## src/rtl/lsu_mem_port_pkg.sv

```systemverilog
// Shared LSU constants: memory alucodes, FSM states, access sizes.
// Also holds small decode helpers used by the LSU datapath.
package lsu_mem_port_pkg;

  localparam logic [5:0] ALU_LB  = 6'd11;
  localparam logic [5:0] ALU_LH  = 6'd12;
  localparam logic [5:0] ALU_LW  = 6'd13;
  localparam logic [5:0] ALU_LBU = 6'd14;
  localparam logic [5:0] ALU_LHU = 6'd15;
  localparam logic [5:0] ALU_SB  = 6'd16;
  localparam logic [5:0] ALU_SH  = 6'd17;
  localparam logic [5:0] ALU_SW  = 6'd18;

  typedef enum logic [1:0] {
    ST_IDLE = 2'd0,
    ST_BUS  = 2'd1,
    ST_RESP = 2'd2
  } lsu_state_e;

  typedef enum logic [1:0] {
    SZ_B = 2'd0,
    SZ_H = 2'd1,
    SZ_W = 2'd2
  } lsu_size_e;

  function automatic logic is_store(input logic [5:0] op);
    return op inside {ALU_SB, ALU_SH, ALU_SW};
  endfunction

  function automatic logic is_mem(input logic [5:0] op);
    return op inside {ALU_LB, ALU_LH, ALU_LW, ALU_LBU,
                      ALU_LHU, ALU_SB, ALU_SH, ALU_SW};
  endfunction

  function automatic lsu_size_e op_size(input logic [5:0] op);
    if (op inside {ALU_LB, ALU_LBU, ALU_SB})
      return SZ_B;
    if (op inside {ALU_LH, ALU_LHU, ALU_SH})
      return SZ_H;
    return SZ_W;
  endfunction

endpackage

```

## src/rtl/lsu_align.sv

```systemverilog
// LSU lane logic: byte enables, store replication, alignment check,
// and load byte/half select with sign or zero extension.
module lsu_align
  import lsu_mem_port_pkg::*;
(
  input  logic [5:0]  req_code,
  input  logic [1:0]  req_off,
  input  logic [31:0] req_wdata,
  output logic        misaligned,
  output logic [3:0]  be,
  output logic [31:0] wdata,
  input  logic [5:0]  ld_code,
  input  logic [1:0]  ld_off,
  input  logic [31:0] ld_word,
  output logic [31:0] ld_data
);

  lsu_size_e   sz;
  logic [31:0] lane;

  assign sz = op_size(req_code);

  always_comb begin
    misaligned = 1'b0;
    be         = 4'b1111;
    wdata      = req_wdata;
    unique case (sz)
      SZ_B: begin
        be    = 4'b0001 << req_off;
        wdata = {4{req_wdata[7:0]}};
      end
      SZ_H: begin
        be         = 4'b0011 << req_off;
        wdata      = {2{req_wdata[15:0]}};
        misaligned = req_off[0];
      end
      default: misaligned = |req_off;
    endcase
  end

  assign lane = ld_word >> {ld_off, 3'b000};

  // Stores and non-memory codes fall through to zero.
  always_comb begin
    ld_data = '0;
    unique case (ld_code)
      ALU_LB:  ld_data = {{24{lane[7]}}, lane[7:0]};
      ALU_LH:  ld_data = {{16{lane[15]}}, lane[15:0]};
      ALU_LBU: ld_data = {24'd0, lane[7:0]};
      ALU_LHU: ld_data = {16'd0, lane[15:0]};
      ALU_LW:  ld_data = ld_word;
      default: ld_data = '0;
    endcase
  end

endmodule

```

## src/rtl/lsu_mem_port.sv

```systemverilog
// RV32I load/store unit: request accept, single-outstanding bus access,
// timeout to bus error, and one-cycle response to writeback.
module lsu_mem_port
  import lsu_mem_port_pkg::*;
#(
  parameter int TIMEOUT_CYCLES = 255,
  parameter int ADDR_W         = 32
) (
  input  logic              clk,
  input  logic              rst_n,
  input  logic              req_valid,
  output logic              req_ready,
  input  logic [5:0]        req_alucode,
  input  logic [ADDR_W-1:0] req_addr,
  input  logic [31:0]       req_wdata,
  output logic              resp_valid,
  output logic [31:0]       resp_rdata,
  output logic              resp_misaligned,
  output logic              resp_buserr,
  output logic              mem_req,
  output logic              mem_we,
  output logic [3:0]        mem_be,
  output logic [ADDR_W-1:0] mem_addr,
  output logic [31:0]       mem_wdata,
  input  logic              mem_ack,
  input  logic [31:0]       mem_rdata
);

  localparam int CNT_W = (TIMEOUT_CYCLES < 2) ? 1
                       : $clog2(TIMEOUT_CYCLES + 1);
  localparam logic [CNT_W-1:0] CNT_LAST = CNT_W'(TIMEOUT_CYCLES - 1);
  localparam bit TO_EN = (TIMEOUT_CYCLES != 0);

  lsu_state_e       state;
  logic [CNT_W-1:0] cnt;
  logic [5:0]       r_code;
  logic [1:0]       r_off;
  logic             misaligned;
  logic [3:0]       be;
  logic [31:0]      wdata;
  logic [31:0]      ld_data;
  logic             timeout;

  lsu_align u_align (
    .req_code   (req_alucode),
    .req_off    (req_addr[1:0]),
    .req_wdata  (req_wdata),
    .misaligned (misaligned),
    .be         (be),
    .wdata      (wdata),
    .ld_code    (r_code),
    .ld_off     (r_off),
    .ld_word    (mem_rdata),
    .ld_data    (ld_data)
  );

  assign req_ready = (state == ST_IDLE);
  assign timeout   = TO_EN && (cnt >= CNT_LAST);

  always_ff @(posedge clk or negedge rst_n) begin
    if (!rst_n) begin
      state           <= ST_IDLE;
      cnt             <= '0;
      r_code          <= '0;
      r_off           <= '0;
      resp_valid      <= 1'b0;
      resp_rdata      <= '0;
      resp_misaligned <= 1'b0;
      resp_buserr     <= 1'b0;
      mem_req         <= 1'b0;
      mem_we          <= 1'b0;
      mem_be          <= '0;
      mem_addr        <= '0;
      mem_wdata       <= '0;
    end else begin
      unique case (state)
        ST_IDLE: begin
          if (req_valid) begin
            r_code <= req_alucode;
            r_off  <= req_addr[1:0];
            if (!is_mem(req_alucode)) begin
              state      <= ST_RESP;
              resp_valid <= 1'b1;
            end else if (misaligned) begin
              state           <= ST_RESP;
              resp_valid      <= 1'b1;
              resp_misaligned <= 1'b1;
            end else begin
              state     <= ST_BUS;
              cnt       <= '0;
              mem_req   <= 1'b1;
              mem_we    <= is_store(req_alucode);
              mem_be    <= be;
              mem_addr  <= {req_addr[ADDR_W-1:2], 2'b00};
              mem_wdata <= wdata;
            end
          end
        end
        ST_BUS: begin
          // An ack on the expiry cycle still wins over the timeout.
          if (mem_ack) begin
            state      <= ST_RESP;
            mem_req    <= 1'b0;
            resp_valid <= 1'b1;
            resp_rdata <= ld_data;
          end else if (timeout) begin
            state       <= ST_RESP;
            mem_req     <= 1'b0;
            resp_valid  <= 1'b1;
            resp_rdata  <= '0;
            resp_buserr <= 1'b1;
          end else if (cnt != '1) begin
            cnt <= cnt + 1'b1;
          end
        end
        ST_RESP: begin
          state           <= ST_IDLE;
          resp_valid      <= 1'b0;
          resp_rdata      <= '0;
          resp_misaligned <= 1'b0;
          resp_buserr     <= 1'b0;
        end
        default: state <= ST_IDLE;
      endcase
    end
  end

endmodule
```

## config.mk

```make
export PLATFORM = sky130hd
export DESIGN_NAME = lsu_mem_port
export DESIGN_NICKNAME = d
export VERILOG_FILES = /design/src/rtl/lsu_mem_port_pkg.sv /design/src/rtl/lsu_align.sv /design/src/rtl/lsu_mem_port.sv
export SDC_FILE = /design/constraint.sdc
export NUM_CORES = 1
export LEC_CHECK = 0
export ABC_AREA = 1
export CORE_ASPECT_RATIO = 2
export CORE_MARGIN = 5
export CORE_UTILIZATION = 40
export DETAILED_ROUTE_END_ITERATION = 8
export PLACE_DENSITY = 0.77
export SLEW_MARGIN = 10
export SYNTH_ARGS = -nofsm -noshare
export SYNTH_HDL_FRONTEND = slang
export SYNTH_SLANG_ARGS = --single-unit
```

## constraint.sdc

```tcl
create_clock -name clk -period 3.8 [get_ports clk]
set_input_delay 1.14 -clock clk [delete_from_list [all_inputs] [get_ports clk]]
set_output_delay 1.14 -clock clk [all_outputs]
set_load 0.01 [all_outputs]
```

Yosys cells after proc, flatten, opt, wreduce, memory -nomap -nowiden

Index checks and enable logic that the tools add are counted.

Add/subtract/negate cells: 1
Order comparisons: 1
Equality and inequality tests: 27
Shifts and indexed selects: 3
Multiplexer cells: 44
Bitwise gates (word level): 1
Reduce and logical (&&, ||, !) cells: 20

Operators with widths:

| cell                  | number |
|---|---|
| $pmux W32 S5          | 1 |
| $pmux W32 S2          | 2 |
| $mux W32              | 2 |
| $eq A6 B4 Y1 const B  | 10 |
| $mux W8               | 6 |
| $shr A32 B5 Y16       | 1 |
| $eq A6 B5 Y1 const B  | 3 |
| $mux W2               | 9 |
| $mux W1               | 16 |
| $pmux W8 S2           | 1 |
| $ne A2 B2 Y1 const B  | 6 |
| $reduce_and A4 Y1     | 3 |
| $reduce_bool A3 Y1    | 4 |
| $add A8 B1 Y8 const B | 1 |
| $ge A8 B8 Y1 const B  | 1 |
| $ne A8 B8 Y1 const B  | 1 |
| $pmux W1 S2           | 4 |
| $pmux W4 S2           | 1 |
| $reduce_bool A8 Y1    | 1 |
| $reduce_and A7 Y1     | 1 |
| $ne A3 B3 Y1 const B  | 2 |
| $reduce_and A2 Y1     | 3 |
| $reduce_bool A2 Y1    | 3 |
| $reduce_and A5 Y1     | 1 |
| other kinds (11)      | 14 |

Flip-flop bits (word level): 121
Bits of input ports: 106
Output and inout bits: 106
Logic and storage cells: 110

Logic depth before layout (Yosys ltp)

Word-level depth: 12
Mapped depth: 12
Depth with buffers taken out: 12

Cells and area by module

A second synthesis with hierarchy kept.

Cells, all modules: 932
Area total of the unflattened synthesis: 7066.8 µm²

Modules (own cells, without submodules):

| module       | times used | cells an instance | area each (µm²) | seq. area each (µm²) |
|---|---|---|---|---|
| lsu_mem_port | 1          | 599               | 5446.5          | 3027.9 |
| lsu_align    | 1          | 333               | 1620.3          | 0.0 |

Worst setup path before layout

OpenSTA, ideal clock, no wires.

Path kind: input port to flip-flop
Start point: input port req_alucode[2]
End point: register mem_wdata[24]
Setup time: 0.117 ns
Data arrival time: 2.257 ns
Data required time: 3.683 ns
Setup slack: 1.427 ns
Cell stages on the path: 10
Buffers on the path: 2
Cells stage by stage: nor2_1 nand3_1 nand2_1 nand3_1 nand4_4 inv_2 buf_4 buf_4 nand2_1 nand2_1

Longest elaborated chain between the ends: 10
Elaborated cells on any way between the ends: 23
Those cells by class: eq/ne: 9; mux: 8; bitwise: 1; reduce/logical: 5

Ends and longest elaborated chain:

| what                                                    | line                                           | source |
|---|---|---|
| from (decl)                                             | lsu_mem_port.sv:13                             | `input logic [5:0] req_alucode,` |
| $eq A6 B4 Y1 / $eq A6 B5 Y1 (equally long branches)     | lsu_mem_port_pkg.sv:31, lsu_mem_port_pkg.sv:38 |  |
| $reduce_bool A3 Y1                                      | lsu_mem_port_pkg.sv:38                         | `if (op inside {ALU_LH, ALU_LHU, ALU_SH})` |
| $mux W1 (2 in a row)                                    | lsu_mem_port_pkg.sv:38                         |  |
| $mux W2                                                 | lsu_mem_port_pkg.sv:40                         | `return SZ_W;` |
| $mux W2                                                 | lsu_mem_port_pkg.sv:38                         |  |
| $eq A2 B1 Y1 / $logic_not A2 Y1 (equally long branches) | lsu_align.sv:27                                | `unique case (sz)` |
| $pmux W1 S2                                             | lsu_align.sv:27                                |  |
| $not A1 Y1 (no line)                                    | n/a                                            |  |
| $reduce_and A4 Y1 (no line)                             | n/a                                            |  |
| to (signal assigned)                                    | lsu_mem_port.sv:95                             | `mem_wdata <= wdata;` |
| to (decl)                                               | lsu_mem_port.sv:24                             | `output logic [31:0] mem_wdata,` |

Parallel ways exist; a longest one is shown, timed or not. The select of a mux whose other input is x is not followed.
A chain may end at the register's enable or synchronous reset.

Worst setup path after layout

Start point: register state[1]
End point: output port req_ready

Longest elaborated chain between the ends: 1

Ends and longest elaborated chain:

| what                   | line               | source |
|---|---|---|
| from (decl)            | lsu_mem_port.sv:34 | `lsu_state_e state;` |
| from (signal assigned) | lsu_mem_port.sv:62 | `state <= ST_IDLE;` |
| from (signal assigned) | lsu_mem_port.sv:82 | `state <= ST_RESP;` |
| from (signal assigned) | lsu_mem_port.sv:85 | `state <= ST_RESP;` |
| $logic_not A2 Y1       | lsu_mem_port.sv:57 | `assign req_ready = (state == ST_IDLE);` |
| to (decl)              | lsu_mem_port.sv:12 | `output logic req_ready,` |

Every way passes these cells.

==> impl_metrics.py <==
metrics = {
    "timing": {
        "setup_tns_ns": 0,
        "rsz0062_at_grt": "no",
        "worst_pin_slew_ns": 0.818,
        "final.period_utilization": 0.795,
        "setup_violations": 0,
        "max-slew-margin-rel": 0.453,
        "finalWorstSetupSlack_ns": 0.778,
        "clock.fmax_mhz": 331,
        "hold_violations": 0,
        "period_needed_ns": 3.02,
        "slew_violations": 0,
        "clock_skew_ns": 0.00965,
    },
    "logic_synthesis": {
        "synthTopCellsByCount": "nand2_1, dfrtp_1, nor2_1, o21ai_0, nand3_1",
        "ys.flop_type": "dfrtp_1",
        "synth.most_common_cell": "nand2_1",
        "yosys.area.top_type_share": 0.485,
        "synth-edff-count": 0,
        "yosysTopAreaCell": "dfrtp_1",
        "avgSynthCellArea_um2": 7.23,
        "synth.area.top_cells": "dfrtp_1, nand2_1, o21ai_0, nand3_1, nor2_1",
        "synth.distinct_cells": 34,
        "synth_cells": 863,
        "synth.yosys.seq_area_share": 0.485,
        "yosys_register_bits": 121,
        "yosysWarnings": 0,
        "synth-async-reset-ratio": 1.00,
        "synth_area_um2": 6240,
    },
    "die": {
        "die_w_um": 98.3,
        "die_area_um2": 18400,
        "dieHeight_um": 187,
        "core_region_area_um2": 15300,
        "start_util": 0.408,
        "boundaryPins": 212,
        "rows": 64,
    },
    "worst_setup_path": {
        "arrival_ns": 1.88,
        "critical_path_class": "register to primary output",
        "crit_chain": "inv_1, ha_1, clkdlybuf4s50_1",
        "crit_path_max_incr_delay_ns": 0.61,
        "crit_fanout": 8,
        "critPathCaptureType": "primary output",
        "slowest_stage": "clkdlybuf4s50_1",
        "start_kind": "register",
        "worstPathRequired_ns": 2.66,
    },
    "hold_path": {
        "hp-class": "register to register",
    },
    "global_routing": {
        "grt_use_total": 0.217,
        "antenna_found_initial": 0,
        "grt_max_degree": 70,
        "grt_pass1_wl_um": 31700,
        "grt_overflow_total": 0,
        "grt_pass1_vias": 6275,
    },
    "placement": {
        "place_ws_ns": 0.644,
        "portBuffers": 209,
        "dpl.hpwl_um": 14700,
        "gp_congestion": 0.883,
    },
    "cts": {
        "htree_levels": 4,
        "cts.clk_slew.worst_paths_ns": 0.06,
        "post_cts_resized": 0,
        "worstSkewPairLatency_ns": 0.42,
        "cts_hold_buf": 0,
        "cts_buffer_depth": 2,
        "post_cts_buffers": 0,
        "cts_tree": "done",
        "clkSinkCount": 121,
        "numCtsBuffers": 17,
        "cts-root-buf": "clkbuf_16",
    },
    "drt": {
        "wirelength_um": 20000,
        "initialDrtViolationCount": 352,
        "drtAntennaViolNets": 0,
        "dr.pass1.iters": 6,
        "vias": 6346,
        "drc": 0,
        "wl_per_cell_um": 15.7,
        "via_per_inst": 4.99,
    },
    "cells_and_area": {
        "drive_above_1_share": 0.0558,
        "area_delta_synth_final_pct": 45.3,
        "n_antenna_cell": 0,
        "final_util": 0.593,
        "fillers": 1377,
        "nNetsFinal": 1174,
    },
    "power": {
        "power.leakage_nw": 4.54,
        "ir_worst_vdd_mv": 0.446,
        "powerDensity_nw_per_um2": 607,
    },
    "flow_run": {
        "cap_violations": 0,
    },
    "outcome": {
        "outcome": "finished, final reports clean",
    },
}
-- routing by layer --
metal	wire length, um	track usage	share of wire	vias up
met5	0	0	0	-
met4	965	0.117	0.048	0
met3	1160	0.0516	0.058	53
met2	10800	0.395	0.54	255
met1	7070	0.223	0.35	2920
li1	-	-	-	3118
-- registers in the layout (all words and copies together) (netlist names) --
name	count
cnt	8
mem_addr	30
mem_be	4
mem_req	1
mem_wdata	32
mem_we	1
r_code	6
r_off	2
resp_buserr	1
resp_misaligned	1
resp_rdata	32
resp_valid	1
state	2
-- per-stage QoR --
step           area, um2  power (mW)  hold WS [ns]  cells
6_report            9070        5.51         0.476   1273
5_1_grt             9070        5.82         0.496   1273
4_1_cts             9070        5.56         0.480   1273
3_5_place_dp        8490        3.93         0.464   1241
3_3_place_gp        8490        3.90         0.461   1241
2_1_floorplan       6250        2.84         0.454    864
-- placed cells by master (no fill, tap or decap), types with 3 or more instances in the layout --
cell             instances
nand2_1                404
clkdlybuf4s50_1        208
dfrtp_1                121
nor2_1                  63
o21ai_0                 55
nand3_1                 51
inv_1                   46
clkbuf_16               17
o21ai_1                 14
a21oi_1                 12
o211ai_1                 9
o22ai_1                  7
buf_4                    7
ha_1                     6
nor2_2                   5
inv_2                    5
nand4_1                  4
clkinv_4                 4
clkinv_2                 4
clkinvlp_4               4
clkinv_1                 3
nor3_1                   3
buf_12                   3
-- worst max-delay path: cells and delay by family (launching register included) --
kind / cells / cell delay [ns]
DFF: 1 / 0.41
buffers and inverters: 2 / 0.72
adders and majority gates: 1 / 0.34
-- report_power, final --
| group | internal, mW | total (mW) | switching (mW) |
|---|---|---|---|
| Combinational | 0.974 | 2.04 | 1.06 |
| Sequential | 1.66 | 1.89 | 0.231 |
| Clock | 0.964 | 1.58 | 0.618 |
-- area by class of cell --
cell class              count  area, um2  area share
flip-flops and latches    121       3030       0.334
clock buffers              17        425      0.0469
clock inverters            15        154      0.0170
well taps                 198        248      0.0273
inverters                  54        203      0.0223
repair buffers            218       2190       0.242
multi-input cells         650       2820       0.311
-- cells by family after synthesis --
family / synth area share
other cells: 0.000601
fa+ha+maj: 0.0120
flops: 0.485
simple gates: 0.347
buf+inv: 0.0637
mux: 0.00180
xor+xnor: 0.00140
compound gates: 0.0880
-- final timing paths --
| kind | start | to | slack, ns | depth (start not counted) |
|---|---|---|---|---|
| min reg2reg | mem_addr[21] | mem_addr[21] | 0.48 | 2 |
| max reg2reg | r_code[5] | resp_rdata[1] | 1.39 | 7 |
| max | state[1] | req_ready | 0.78 | 3 |
| min in group asynchronous | rst_n | mem_addr[6] | 0.74 | 1 |
| max in group asynchronous | rst_n | mem_addr[11] | 2.30 | 2 |
| min | mem_addr[21] | mem_addr[21] | 0.48 | 2 |
Note: power is estimated with default switching activity, not from simulation.
